===== config.mk =====
export PLATFORM = sky130hd
export DESIGN_NAME = fp_mul_normalize_round
export DESIGN_NICKNAME = d
export VERILOG_FILES = /design/src/rtl/fp_mul_normalize_round_pkg.sv /design/src/rtl/fp_round_rne.sv /design/src/rtl/fp_mul_normalize_round.sv
export SDC_FILE = /design/constraint.sdc
export NUM_CORES = 1
export LEC_CHECK = 0
export CELL_PAD_IN_SITES_DETAIL_PLACEMENT = 1
export CELL_PAD_IN_SITES_GLOBAL_PLACEMENT = 1
export CORE_MARGIN = 3
export CORE_UTILIZATION = 38
export DETAILED_ROUTE_END_ITERATION = 6
export PLACE_DENSITY = 0.82
export RECOVER_POWER = 50
export SYNTH_ARGS = -nofsm -noshare
export SYNTH_HDL_FRONTEND = slang
export SYNTH_SLANG_ARGS = --single-unit

===== constraint.sdc =====
create_clock -name clk -period 4.1 [get_ports clk]
set_clock_uncertainty 0.15 [all_clocks]
set_input_delay 0.82 -clock clk [delete_from_list [all_inputs] [get_ports clk]]
set_output_delay 0.82 -clock clk [all_outputs]
set_load 0.1 [all_outputs]

===== src/rtl/fp_mul_normalize_round_pkg.sv =====
// ---------------------------------------------------------------------------
// fp_mul_normalize_round_pkg : FSM states and format-width helpers (rev 1.0)
// ---------------------------------------------------------------------------
`default_nettype none

package fp_mul_normalize_round_pkg;

  typedef enum logic [1:0] {
    ST_IDLE  = 2'd0,
    ST_NORM  = 2'd1,
    ST_ROUND = 2'd2,
    ST_DONE  = 2'd3
  } state_e;

  function automatic int exp_w_of(input int x);
    return (x == 64) ? 11 : 8;
  endfunction

  function automatic int man_w_of(input int x);
    return x - exp_w_of(x) - 1;
  endfunction

endpackage

`default_nettype wire


===== src/rtl/fp_round_rne.sv =====
// ---------------------------------------------------------------------------
// fp_round_rne : combinational round-to-nearest-even on {sig,G,S,exp} (rev 1.0)
// ---------------------------------------------------------------------------
`default_nettype none

module fp_round_rne
  import fp_mul_normalize_round_pkg::*;
#(
  parameter int MAN_W = 23,
  parameter int EW    = 11
) (
  input  logic [MAN_W:0]        sig_i,
  input  logic                  g_i,
  input  logic                  s_i,
  input  logic signed [EW-1:0]  exp_i,
  output logic [MAN_W:0]        sig_o,
  output logic signed [EW-1:0]  exp_o,
  output logic                  carry_o,
  output logic                  inexact_o
);

  logic             round_up;
  logic [MAN_W+1:0] sum;

  assign round_up  = g_i & (s_i | sig_i[0]);
  assign sum       = {1'b0, sig_i} + {{(MAN_W+1){1'b0}}, round_up};
  // A carry-out leaves sig_o all zero, i.e. 1.000... at the next exponent.
  assign carry_o   = sum[MAN_W+1];
  assign sig_o     = sum[MAN_W:0];
  assign exp_o     = exp_i + {{(EW-1){1'b0}}, carry_o};
  assign inexact_o = g_i | s_i;

endmodule

`default_nettype wire


===== src/rtl/fp_mul_normalize_round.sv =====
// ---------------------------------------------------------------------------
// fp_mul_normalize_round : iterative normalise / denormalise / RNE round stage
// Revision 1.0
// ---------------------------------------------------------------------------
`default_nettype none

module fp_mul_normalize_round
  import fp_mul_normalize_round_pkg::*;
#(
  parameter  int X     = 32,
  localparam int EXP_W = exp_w_of(X),
  localparam int MAN_W = man_w_of(X)
) (
  input  logic                 clk,
  input  logic                 rst_n,
  input  logic                 in_valid,
  output logic                 in_ready,
  input  logic                 in_sign,
  input  logic [EXP_W+1:0]     in_exp,
  input  logic [2*MAN_W+1:0]   in_prod,
  input  logic                 in_special,
  input  logic [X-1:0]         in_special_word,
  output logic                 out_valid,
  input  logic                 out_ready,
  output logic [X-1:0]         out,
  output logic                 overflow,
  output logic                 underflow,
  output logic                 inexact
);

  localparam int M   = MAN_W;
  localparam int PW  = 2*M + 2;
  localparam int EIW = EXP_W + 3;
  localparam logic signed [EIW-1:0] C_EXP_ONE   = EIW'(1);
  localparam logic signed [EIW-1:0] C_EXP_FLOOR = EIW'(-(M + 2));
  localparam logic signed [EIW-1:0] C_EXP_MAX   = EIW'((1 << EXP_W) - 1);

  state_e                 state_q;
  logic [PW-1:0]          prod_q, prod_d;
  logic signed [EIW-1:0]  exp_q, exp_d;
  logic                   sticky_q, sticky_d;
  logic                   sign_q;
  logic                   norm_done_d;
  logic [X-1:0]           out_q;
  logic                   out_valid_q, overflow_q, underflow_q, inexact_q;

  // One normalisation action per cycle, highest priority first.
  always_comb begin
    prod_d      = prod_q;
    exp_d       = exp_q;
    sticky_d    = sticky_q;
    norm_done_d = 1'b0;
    if (prod_q[PW-1]) begin
      prod_d      = prod_q >> 1;
      exp_d       = exp_q + C_EXP_ONE;
      sticky_d    = sticky_q | prod_q[0];
      norm_done_d = !exp_q[EIW-1];
    end else if (exp_q < C_EXP_ONE) begin
      if (exp_q < C_EXP_FLOOR) begin
        prod_d   = '0;
        sticky_d = sticky_q | (|prod_q);
        exp_d    = C_EXP_ONE;
      end else begin
        prod_d   = prod_q >> 1;
        sticky_d = sticky_q | prod_q[0];
        exp_d    = exp_q + C_EXP_ONE;
      end
    end else if (!prod_q[PW-2] && (exp_q > C_EXP_ONE) && (prod_q != '0)) begin
      prod_d = prod_q << 1;
      exp_d  = exp_q - C_EXP_ONE;
    end else begin
      norm_done_d = 1'b1;
    end
  end

  logic [M:0]             w_sig_r;
  logic signed [EIW-1:0]  w_exp_r;
  logic                   w_carry, w_inexact, w_hidden, w_ovf, w_unf;
  logic [EXP_W-1:0]       w_field;
  logic [X-1:0]           w_res;

  fp_round_rne #(.MAN_W(M), .EW(EIW)) u_rne (
    .sig_i     (prod_q[PW-2:M]),
    .g_i       (prod_q[M-1]),
    .s_i       ((|prod_q[M-2:0]) | sticky_q),
    .exp_i     (exp_q),
    .sig_o     (w_sig_r),
    .exp_o     (w_exp_r),
    .carry_o   (w_carry),
    .inexact_o (w_inexact)
  );

  // A subnormal rounding up to 1.0 sets the hidden bit; its exponent is already 1.
  always_comb begin
    w_hidden = w_carry | w_sig_r[M];
    w_field  = w_hidden ? w_exp_r[EXP_W-1:0] : '0;
    w_ovf    = (w_exp_r >= C_EXP_MAX);
    if (w_ovf) begin
      w_res = {sign_q, {EXP_W{1'b1}}, {M{1'b0}}};
    end else begin
      w_res = {sign_q, w_field, w_sig_r[M-1:0]};
    end
    w_unf = !w_ovf && (w_field == '0) && w_inexact;
  end

  always_ff @(posedge clk) begin
    if (!rst_n) begin
      state_q     <= ST_IDLE;
      prod_q      <= '0;
      exp_q       <= '0;
      sticky_q    <= 1'b0;
      sign_q      <= 1'b0;
      out_q       <= '0;
      out_valid_q <= 1'b0;
      overflow_q  <= 1'b0;
      underflow_q <= 1'b0;
      inexact_q   <= 1'b0;
    end else begin
      case (state_q)
        ST_IDLE: begin
          if (in_valid) begin
            if (in_special) begin
              out_q       <= in_special_word;
              overflow_q  <= 1'b0;
              underflow_q <= 1'b0;
              inexact_q   <= 1'b0;
              out_valid_q <= 1'b1;
              state_q     <= ST_DONE;
            end else begin
              sign_q   <= in_sign;
              exp_q    <= {in_exp[EXP_W+1], in_exp};
              prod_q   <= in_prod;
              sticky_q <= 1'b0;
              state_q  <= ST_NORM;
            end
          end
        end
        ST_NORM: begin
          prod_q   <= prod_d;
          exp_q    <= exp_d;
          sticky_q <= sticky_d;
          if (norm_done_d) state_q <= ST_ROUND;
        end
        ST_ROUND: begin
          out_q       <= w_res;
          overflow_q  <= w_ovf;
          underflow_q <= w_unf;
          inexact_q   <= w_inexact | w_ovf;
          out_valid_q <= 1'b1;
          state_q     <= ST_DONE;
        end
        ST_DONE: begin
          if (out_ready) begin
            out_valid_q <= 1'b0;
            state_q     <= ST_IDLE;
          end
        end
        default: state_q <= ST_IDLE;
      endcase
    end
  end

  assign in_ready  = (state_q == ST_IDLE);
  assign out_valid = out_valid_q;
  assign out       = out_q;
  assign overflow  = overflow_q;
  assign underflow = underflow_q;
  assign inexact   = inexact_q;

endmodule

`default_nettype wire

After elaboration in Yosys (flattened, before gate mapping)
Cells that the tools add are included.
{ "totals": {"ff_bits": 99, "output_inout_bits": 37, "wordCells": 102} }
{ "op_classes": {"magnitude_cmp": 4, "n_eq_ne": 10, "bitwise": 9, "reduce_logical": 22, "mux": 42, "addsub": 4} }
{ "ops": {"columns": ["op", "count"], "rows": [
  ["$mux W48", 5],
  ["$pmux W48 S2", 1],
  ["$mux W11", 6],
  ["$mux W32", 2],
  ["$pmux W32 S2", 1],
  ["$reduce_bool A48 Y1", 1],
  ["$reduce_or A48 Y1", 1],
  ["$mux W46", 1],
  ["$mux W31", 1],
  ["$add A24 B1 Y25", 1],
  ["$pmux W11 S2", 1],
  ["$reduce_or A22 Y1", 1],
  ["$mux W1", 13],
  ["$reduce_and A3 Y1", 4],
  ["$reduce_and A4 Y1", 3],
  ["$add A11 B1 Y11", 1],
  ["$add A11 B2 Y11 const B", 1],
  ["$ge A11 B9 Y1 const B", 1],
  ["$gt A11 B2 Y1 const B", 1],
  ["$lt A11 B2 Y1 const B", 1],
  ["$lt A11 B6 Y1 const B", 1],
  ["$sub A11 B2 Y11 const B", 1],
  ["$logic_not A8 Y1", 1],
  ["$mux W2", 4],
  ["other kinds (18)", 37]
]} }

Logic depth before layout (Yosys ltp)
Gate-level depths: netlist of the first run.
{ "depth": {"word_depth": 11, "depth_mapped": 15, "ltp_nobuf": 14} }

Modules after synthesis
A second synthesis of the first run with hierarchy kept.
{ "unflattened": {"cells_unflattened": 775, "hier_area_um2": 6025.8} }
{ "modules_own_cells": {"columns": ["module", "n_inst", "seq_area_each_um2", "area_per_inst_um2", "cells_per_inst"], "rows": [
  ["fp_mul_normalize_round", 1, 1981.9, 5351.4, 678],
  ["fp_round_rne", 1, 0.0, 674.4, 97]
]} }

Worst setup path after synthesis of the first run
No wires, ideal clock.
{ "synth_timing": {"path_type": "flip-flop to flip-flop", "startpoint": "register prod_q[23]", "endpoint": "register out_q[23] (netlist: out[23])", "setup_time_ps": 95, "path_stages_with_launch": 16, "t_arrival_ps": 3334, "path_buffers": 1, "setup_slack_ps": 521, "cell_sequence": "dfxtp_1 -> and2_1 -> ha_1 -> nand3_1 -> nor2_1 -> and2_1 -> and3_1 -> ha_1 -> ha_1 -> nand3_2 -> or3_1 -> a2111oi_2 -> nor3_2 -> and3_1 -> clkbuf_1 -> a221oi_1"} }
{ "synth_between": {"elab_chain_len": 7, "word_cells_on_any_way": 9, "cone_classes": "2 x add/sub; 1 x order compare; 3 x mux; 3 x bitwise"} }
{ "synth_rtl": {"columns": ["element", "line_no", "source"], "rows": [
  ["start: declaration", "fp_mul_normalize_round.sv:39", "logic [PW-1:0] prod_q, prod_d;"],
  ["start signal: assignment", "fp_mul_normalize_round.sv:132", "prod_q <= in_prod;"],
  ["start signal: assignment", "fp_mul_normalize_round.sv:139", "prod_q <= prod_d;"],
  ["$or A1 B1 Y1", "fp_round_rne.sv:25", "assign round_up = g_i & (s_i | sig_i[0]);"],
  ["$and A1 B1 Y1", "fp_round_rne.sv:25", null],
  ["$add A24 B1 Y25 *", "fp_round_rne.sv:26", "assign sum = {1'b0, sig_i} + {{(MAN_W+1){1'b0}}, round_up};"],
  ["$add A11 B1 Y11 / $or A1 B1 Y1 (equally long branches)", "fp_round_rne.sv:30, fp_mul_normalize_round.sv:95", null],
  ["$ge A11 B9 Y1 / $mux W8 (equally long branches)", "fp_mul_normalize_round.sv:97, fp_mul_normalize_round.sv:96", null],
  ["$mux W31 *", "fp_mul_normalize_round.sv:98", "if (w_ovf) begin"],
  ["$pmux W32 S2 *", "fp_mul_normalize_round.sv:119", "case (state_q)"],
  ["end signal: assignment", "fp_mul_normalize_round.sv:123", "out_q <= in_special_word;"],
  ["end signal: assignment", "fp_mul_normalize_round.sv:145", "out_q <= w_res;"],
  ["end: declaration", "fp_mul_normalize_round.sv:44", "logic [X-1:0] out_q;"]
]} }
Every way passes the cells marked *; elsewhere a longest branch is shown, timed or not.
A chain may end at the register's enable or synchronous reset.

Worst setup path after layout of the first run
{ "layout_timing": {"startpoint": "register prod_q[15]", "endpoint": "register prod_q[0]"} }
{ "layout_between": {"elab_chain_len": 4} }
{ "layout_rtl": {"columns": ["element", "line_no", "source"], "rows": [
  ["$reduce_bool A48 Y1", "fp_mul_normalize_round.sv:68", "end else if (!prod_q[PW-2] && (exp_q > C_EXP_ONE) && (prod_q != '0)) begin"],
  ["$logic_and A1 B1 Y1", "fp_mul_normalize_round.sv:68", null],
  ["$ne A4 B4 Y1 (no source line)", null, null],
  ["$reduce_and A4 Y1 (no source line)", null, null]
]} }
No other way between the ends.

==> impl_metrics.json, run 1 <==
{
  "number_of_port_buffers": 132,
  "clkTransAtPathRegs_ns": 0.08,
  "core_um2": 16000,
  "final_ant_viol_nets": 0,
  "tritoncts_clock_tree": "built",
  "cp_num_cells": 7,
  "start_util_pct": 39.02,
  "post-route-period-util_pct": 92.27,
  "layout_setup_ws_ns": 0.3171,
  "async_set_reset_flop_share_out_of_synthesis_pct": 0,
  "syn-num-nets": 872,
  "yosys.area.top_type": "dfxtp_1",
  "die_w_um": 134.2,
  "crit_path_top_delay_cell": "a2bb2oi_2",
  "area_growth_syn_to_layout_pct": 28.76,
  "cts.root.buffer_cell": "clkbuf_16",
  "detailed_router_s_first_iteration_violation_count": 363,
  "cts-hold-fix-buffers": 0,
  "setup-tns-final_ns": 0,
  "worstHoldPathType": "reg2reg",
  "largest_net_degree_at_the_start_of_global_routing": 59,
  "clk_latency_ns": 0.37,
  "grt_pass1_wl_um": 36020,
  "setup.worst_path.class": "reg2reg",
  "synthesis.area_um2": 6243,
  "path_delay_family": "simple AND/OR/NAND/NOR gates",
  "final_layout_size_suffix_gt1_share_pct": 11.98,
  "dominantRegCellSynth": "dfxtp_1",
  "synth.distinct_cells": 64,
  "timing.critical_path.to_type": "register",
  "leakagePower_nw": 2.932,
  "gp_congestion": 0.9070,
  "cts-htree-levels": 3,
  "total_of_fill_cells_in_the_finished_design": 1940,
  "holdWs_ns": 0.3177,
  "yosysSeqAreaShare_pct": 31.74,
  "fin_area_um2": 8039,
  "grt_pass1_vias": 6836,
  "yosys_warnings": 0,
  "p_per_area_nw_per_um2": 834.1,
  "final_hold_viol_count": 0,
  "fmax_mhz": 264.3,
  "reg2regPathDepth": 7,
  "final_period_demand_of_the_worst_path_ns": 3.783,
  "grt_util_all_layers_pct": 24.59,
  "dp_hpwl_um": 16320,
  "nNetsFinal": 962,
  "critical_path.max_fanout": 25,
  "grt_overflow_total": 0,
  "max_stage_delay_ns": 0.98,
  "min_path_cells": 2,
  "place_worst_setup_slack_ns": 0.1442,
  "syn-mean-instance-area_um2": 8.161,
  "finalCoreUtilization_pct": 50.24,
  "crit_chain": "nor4_1 > nand4_1 > nor4_4 > a2bb2oi_2 > buf_4 > a211oi_1 > a211oi_1",
  "drc": 0,
  "max_cap_viol_count": 0,
  "cts_buffers": 9,
  "vias": 6589,
  "avgRoutedWirePerCell_um": 21.01,
  "tightest_slew_ns": 1.257,
  "detail_route.first_pass.iterations": 5,
  "synthesis.instances": 765,
  "drt-total-wl_um": 22610,
  "placementRows": 46,
  "synth_top_cells_by_area": "dfxtp_1 32%, a221oi_1 6.5%, mux2_2 5.4%",
  "io_pins": 133,
  "maxSlewViolCount": 0,
  "number_of_antenna_violations_at_the_first_check_in_global_routing": 0,
  "report.final.setup_viol": 0,
  "critPathLaunchType": "register",
  "worst-endpoint-required_ns": 4.20,
  "cts_buffer_depth": 2,
  "floorplan.die_area_um2": 18000,
  "irDropWorstVdd_mv": 0.4919,
  "critical_path_buf_inv_count": 1,
  "number_of_flops_mapped_to_enable_cells_by_yosys": 0,
  "timing.critical_path.mode_cell": "a211oi_1",
  "clock_sink_count": 99,
  "outcome": "finished clean",
  "post_dp_cell_area_um2": 7739,
  "ys_ff_latch": 99,
  "cp_data_arrival_time_ns": 3.88,
  "maxSlewHeadroom_pct": 16.12,
  "antenna_cells_inserted": 0,
  "synth_top_area_share_pct": 31.74,
  "die_h_um": 134.2,
  "vias_per_cell": 6.124
}
==> state kept, by name, indices dropped and copies added (netlist names) <==
signal,count
inexact,1
underflow,1
overflow,1
sticky_q,1
prod_q,48
out_valid,1
state_q,2
exp_q,11
out,32
sign_q,1
==> per-stage QoR <==
step	cells	total power, mW
CTS	1076	6.747
finish	1076	6.705
global placement	1060	5.704
global route	1076	7.140
floorplan	765	4.654
detailed placement	1060	5.853
==> logic make-up (layout without fill, tap and decap cells) <==
group,count (synthesis),in the layout,synth area share (%)
DFF,99,99,31.74
muxes,36,36,6.373
xor gates and xnor gates,31,31,4.349
AOI/OAI and AO/OA,228,228,27.09
buffers and inverters,93,188,6.112
adders and majority gates,11,11,2.204
and+or+nand+nor,267,267,22.12
==> tightest hold or removal path: stages, from the launching register on <==
cell and delay [ns]:
dfxtp_1 0.31, nand2_1 0.05, a221oi_1 0.06
==> final cells by class <==
type | count | area [µm²] | share of cell area (%)
well taps | 216 | 270.3 | 3.362
multi-input cells | 573 | 3925 | 48.82
clock buffers | 10 | 239.0 | 2.973
repair buffers | 156 | 1501 | 18.68
clock inverters | 6 | 56.30 | 0.7004
flip-flops and latches | 99 | 1987 | 24.72
inverters | 16 | 60.06 | 0.7471
==> Yosys cell counts (all sizes together) (3+ instances only) <==
master / count
nor3: 47
o22ai: 26
and2: 4
or3: 7
nor2: 55
ha: 11
a21oi: 41
o21ai: 32
or2: 3
nand2: 51
o2bb2ai: 20
buf: 26
and3: 30
inv: 16
xnor2: 14
nor3b: 3
nand4: 10
clkbuf: 51
dfxtp: 99
nor4: 16
mux2i: 6
a221oi: 56
and4: 6
nand3: 29
o211ai: 18
o31ai: 5
mux2: 30
a31oi: 6
a211oi: 3
xor2: 17
==> layer usage <==
| metal | wire [µm] | vias to the layer above | share of wire, % | GRT usage [%] |
|---|---|---|---|---|
| met1 | 10080 | 3239 | 45 | 31.41 |
| li1 | - | 3085 | - | - |
| met4 | 494 | 0 | 2.2 | 8.541 |
| met5 | 0 | - | 0 | 0 |
| met3 | 1284 | 37 | 5.7 | 4.539 |
| met2 | 10750 | 228 | 48 | 41.70 |
==> where the power goes <==
| group | switching, mW | internal [mW] |
|---|---|---|
| Sequential | 0.507 | 1.29 |
| Clock | 0.431 | 0.442 |
| Combinational | 2.66 | 1.37 |
| Total | 3.60 | 3.11 |
==> cells in the final DEF, fill, tap and decap left out, types with 13 or more instances in the layout <==
cell,instances
nor3_1,44
a221oi_1,46
o2bb2ai_1,19
xnor2_1,14
nor2_1,53
nor4_1,13
xor2_1,17
o21ai_0,30
a21oi_1,41
dlygate4sd3_1,37
nand3_1,28
inv_1,15
o22ai_1,26
o211ai_1,18
and3_1,29
buf_4,21
clkdlybuf4s50_1,94
mux2_2,30
dfxtp_1,95
nand2_1,51
==> repair_timing <==
action / in CTS / in global routing
gates resized for setup: 0 / 9
setup endpoints to repair: 0 / 29
buffers inserted: 0 / 0
==> worst paths after layout <==
kind                    end        from  slack (ns)
setup / recovery  prod_q[0]  prod_q[15]        0.32
hold / removal      out[26]     out[26]        0.32
setup reg to reg  prod_q[0]  prod_q[15]        0.32
hold reg to reg     out[26]     out[26]        0.32
(Power assumes the default switching activity.)
==> run 2, diff against run 1 <==
--- a/config.mk
+++ b/config.mk
@@ -10,8 +10,9 @@
 export CORE_MARGIN = 3
 export CORE_UTILIZATION = 38
 export DETAILED_ROUTE_END_ITERATION = 6
-export PLACE_DENSITY = 0.82
+export PLACE_DENSITY_LB_ADDON = 0.3
 export RECOVER_POWER = 50
+export SLEW_MARGIN = 40
 export SYNTH_ARGS = -nofsm -noshare
 export SYNTH_HDL_FRONTEND = slang
 export SYNTH_SLANG_ARGS = --single-unit
==> run 2 against run 1 <==
Maximum frequency is 2.0% lower; total power rose by 0.53%; highest routed layer unchanged; combinational power up 3%; global-route usage increased by 0.39 points.
==> impl_metrics.json, run 2 (synthesis results as in run 1) <==
{
  "outcome": "finished clean",
  "largest_register_ffs": 48,
  "maxSlewHeadroom_pct": 19.55,
  "setup-tns-final_ns": 0,
  "report.power.total_mw": 6.741,
  "fmax_mhz": 258.9,
  "placementRows": 46,
  "post_dp_cell_area_um2": 7605,
  "layout_setup_ws_ns": 0.2381,
  "cp_data_arrival_time_ns": 3.96,
  "seq_area_um2": 1984,
  "place_worst_setup_slack_ns": 0.07708,
  "cts_buffer_depth": 2,
  "cts_buffers": 9,
  "avgRoutedWirePerCell_um": 21.27,
  "die_w_um": 134.2,
  "multi_input_comb_area_um2": 3970,
  "holdWs_ns": 0.3319,
  "nNetsFinal": 970,
  "post-route-period-util_pct": 94.19,
  "stdcell_count": 1084,
  "grt_util_all_layers_pct": 24.98,
  "critPathLaunchType": "register",
  "final_hold_viol_count": 0,
  "antenna_cells_inserted": 0,
  "number_of_port_buffers": 132,
  "detailed_router_s_first_iteration_violation_count": 490,
  "gp_congestion": 0.9245,
  "dp_hpwl_um": 16540,
  "clk_latency_ns": 0.35,
  "clkTransAtPathRegs_ns": 0.08,
  "crit_path_top_delay_cell": "dfxtp_1",
  "start_util_pct": 39.02,
  "drc": 0,
  "total_of_fill_cells_in_the_finished_design": 1951,
  "timing.critical_path.to_type": "register",
  "p_per_area_nw_per_um2": 851.3,
  "timing.critical_path.mode_cell": "ha_1",
  "final_common_cell": "dfxtp_1",
  "maxSlewViolCount": 0,
  "max_cap_viol_count": 0,
  "grt_pass1_wl_um": 36690,
  "cts-hold-fix-buffers": 0,
  "cts-htree-levels": 3,
  "vias": 6649,
  "worst-endpoint-required_ns": 4.19,
  "grt_overflow_total": 0,
  "setup.worst_path.class": "reg2reg",
  "floorplan.die_area_um2": 18000,
  "most_flops_register": "prod_q",
  "critical_path.max_fanout": 8,
  "fin_area_um2": 7918,
  "io_pins": 133,
  "area_growth_syn_to_layout_pct": 26.81,
  "crit_chain": "nand4_1 > nor3_4 > and2_1 > and3_1 > ha_1 > ha_1 > nand3_2 > or3_4 > a2111oi_2 > nor3_2 > and3_2 > a221oi_1",
  "rsz0062_at_grt": "true",
  "final_ant_viol_nets": 0,
  "tritoncts_clock_tree": "built",
  "largest_net_degree_at_the_start_of_global_routing": 71,
  "number_of_antenna_violations_at_the_first_check_in_global_routing": 0,
  "leakagePower_nw": 2.806,
  "finalCoreUtilization_pct": 49.48,
  "cts.root.buffer_cell": "clkbuf_16",
  "final_period_demand_of_the_worst_path_ns": 3.862,
  "vias_per_cell": 6.134,
  "detail_route.first_pass.iterations": 5,
  "max_stage_delay_ns": 0.48,
  "tightest_slew_ns": 1.212,
  "report.final.setup_viol": 0,
  "clock_sink_count": 99,
  "post-place-cells": 1066,
  "drt-total-wl_um": 23060,
  "grt_pass1_vias": 6732,
  "most-common-layout-cells": "97 x dfxtp_1, 95 x clkdlybuf4s50_1, 53 x nor2_1, 51 x nand2_1",
  "worstHoldPathType": "reg2reg",
  "core_um2": 16000,
  "irDropWorstVdd_mv": 0.3470,
  "final_layout_size_suffix_gt1_share_pct": 13.48,
  "die_h_um": 134.2
}
==> run 2: layout make-up <==
| cell class | instances | area share [%] |
|---|---|---|
| clock buffer | 10 | 2.892 |
| multi-input combinational | 573 | 50.14 |
| sequential | 99 | 25.06 |
| clock inverter | 6 | 0.6321 |
| inverter | 16 | 0.7585 |
| timing repair buffer | 164 | 17.10 |
| tap | 216 | 3.413 |
==> run 2: per-layer routing <==
metal / vias up / GRT usage, % / share of wire (%)
li1: 3097 / - / -
met1: 3263 / 35.21 / 46
met2: 261 / 39.25 / 45
met3: 28 / 3.826 / 6.3
met4: 0 / 8.201 / 2.0
met5: - / 0 / 0
==> run 2: where the power goes <==
group | switching [mW] | internal, mW
Clock | 0.407 | 0.420
Combinational | 2.77 | 1.39
Sequential | 0.468 | 1.29
Total | 3.64 | 3.10
==> run 2: timing repair <==
| item | CTS | global route |
|---|---|---|
| resized for setup | 0 | 11 |
| endpoints found under the setup margin | 0 | 29 |
| setup buffers | 0 | 1 |
==> run 2: path summary, 6_finish.rpt <==
kind	from	to	slack [ns]	cells past startpoint
worst max-delay path	prod_q[34]	out[23]	0.24	12
worst min-delay path	out[27]	out[27]	0.33	2
worst min register to register	out[27]	out[27]	0.33	2
worst max register to register	prod_q[34]	out[23]	0.24	12
==> run 2: worst max-delay path: cells and delay by family, from the launching register on <==
kind,cells,cell delay [ns]
and+or+nand+nor,8,2.01
adders and majority gates,2,0.40
AOI/OAI and AO/OA,2,0.71
DFF,1,0.48
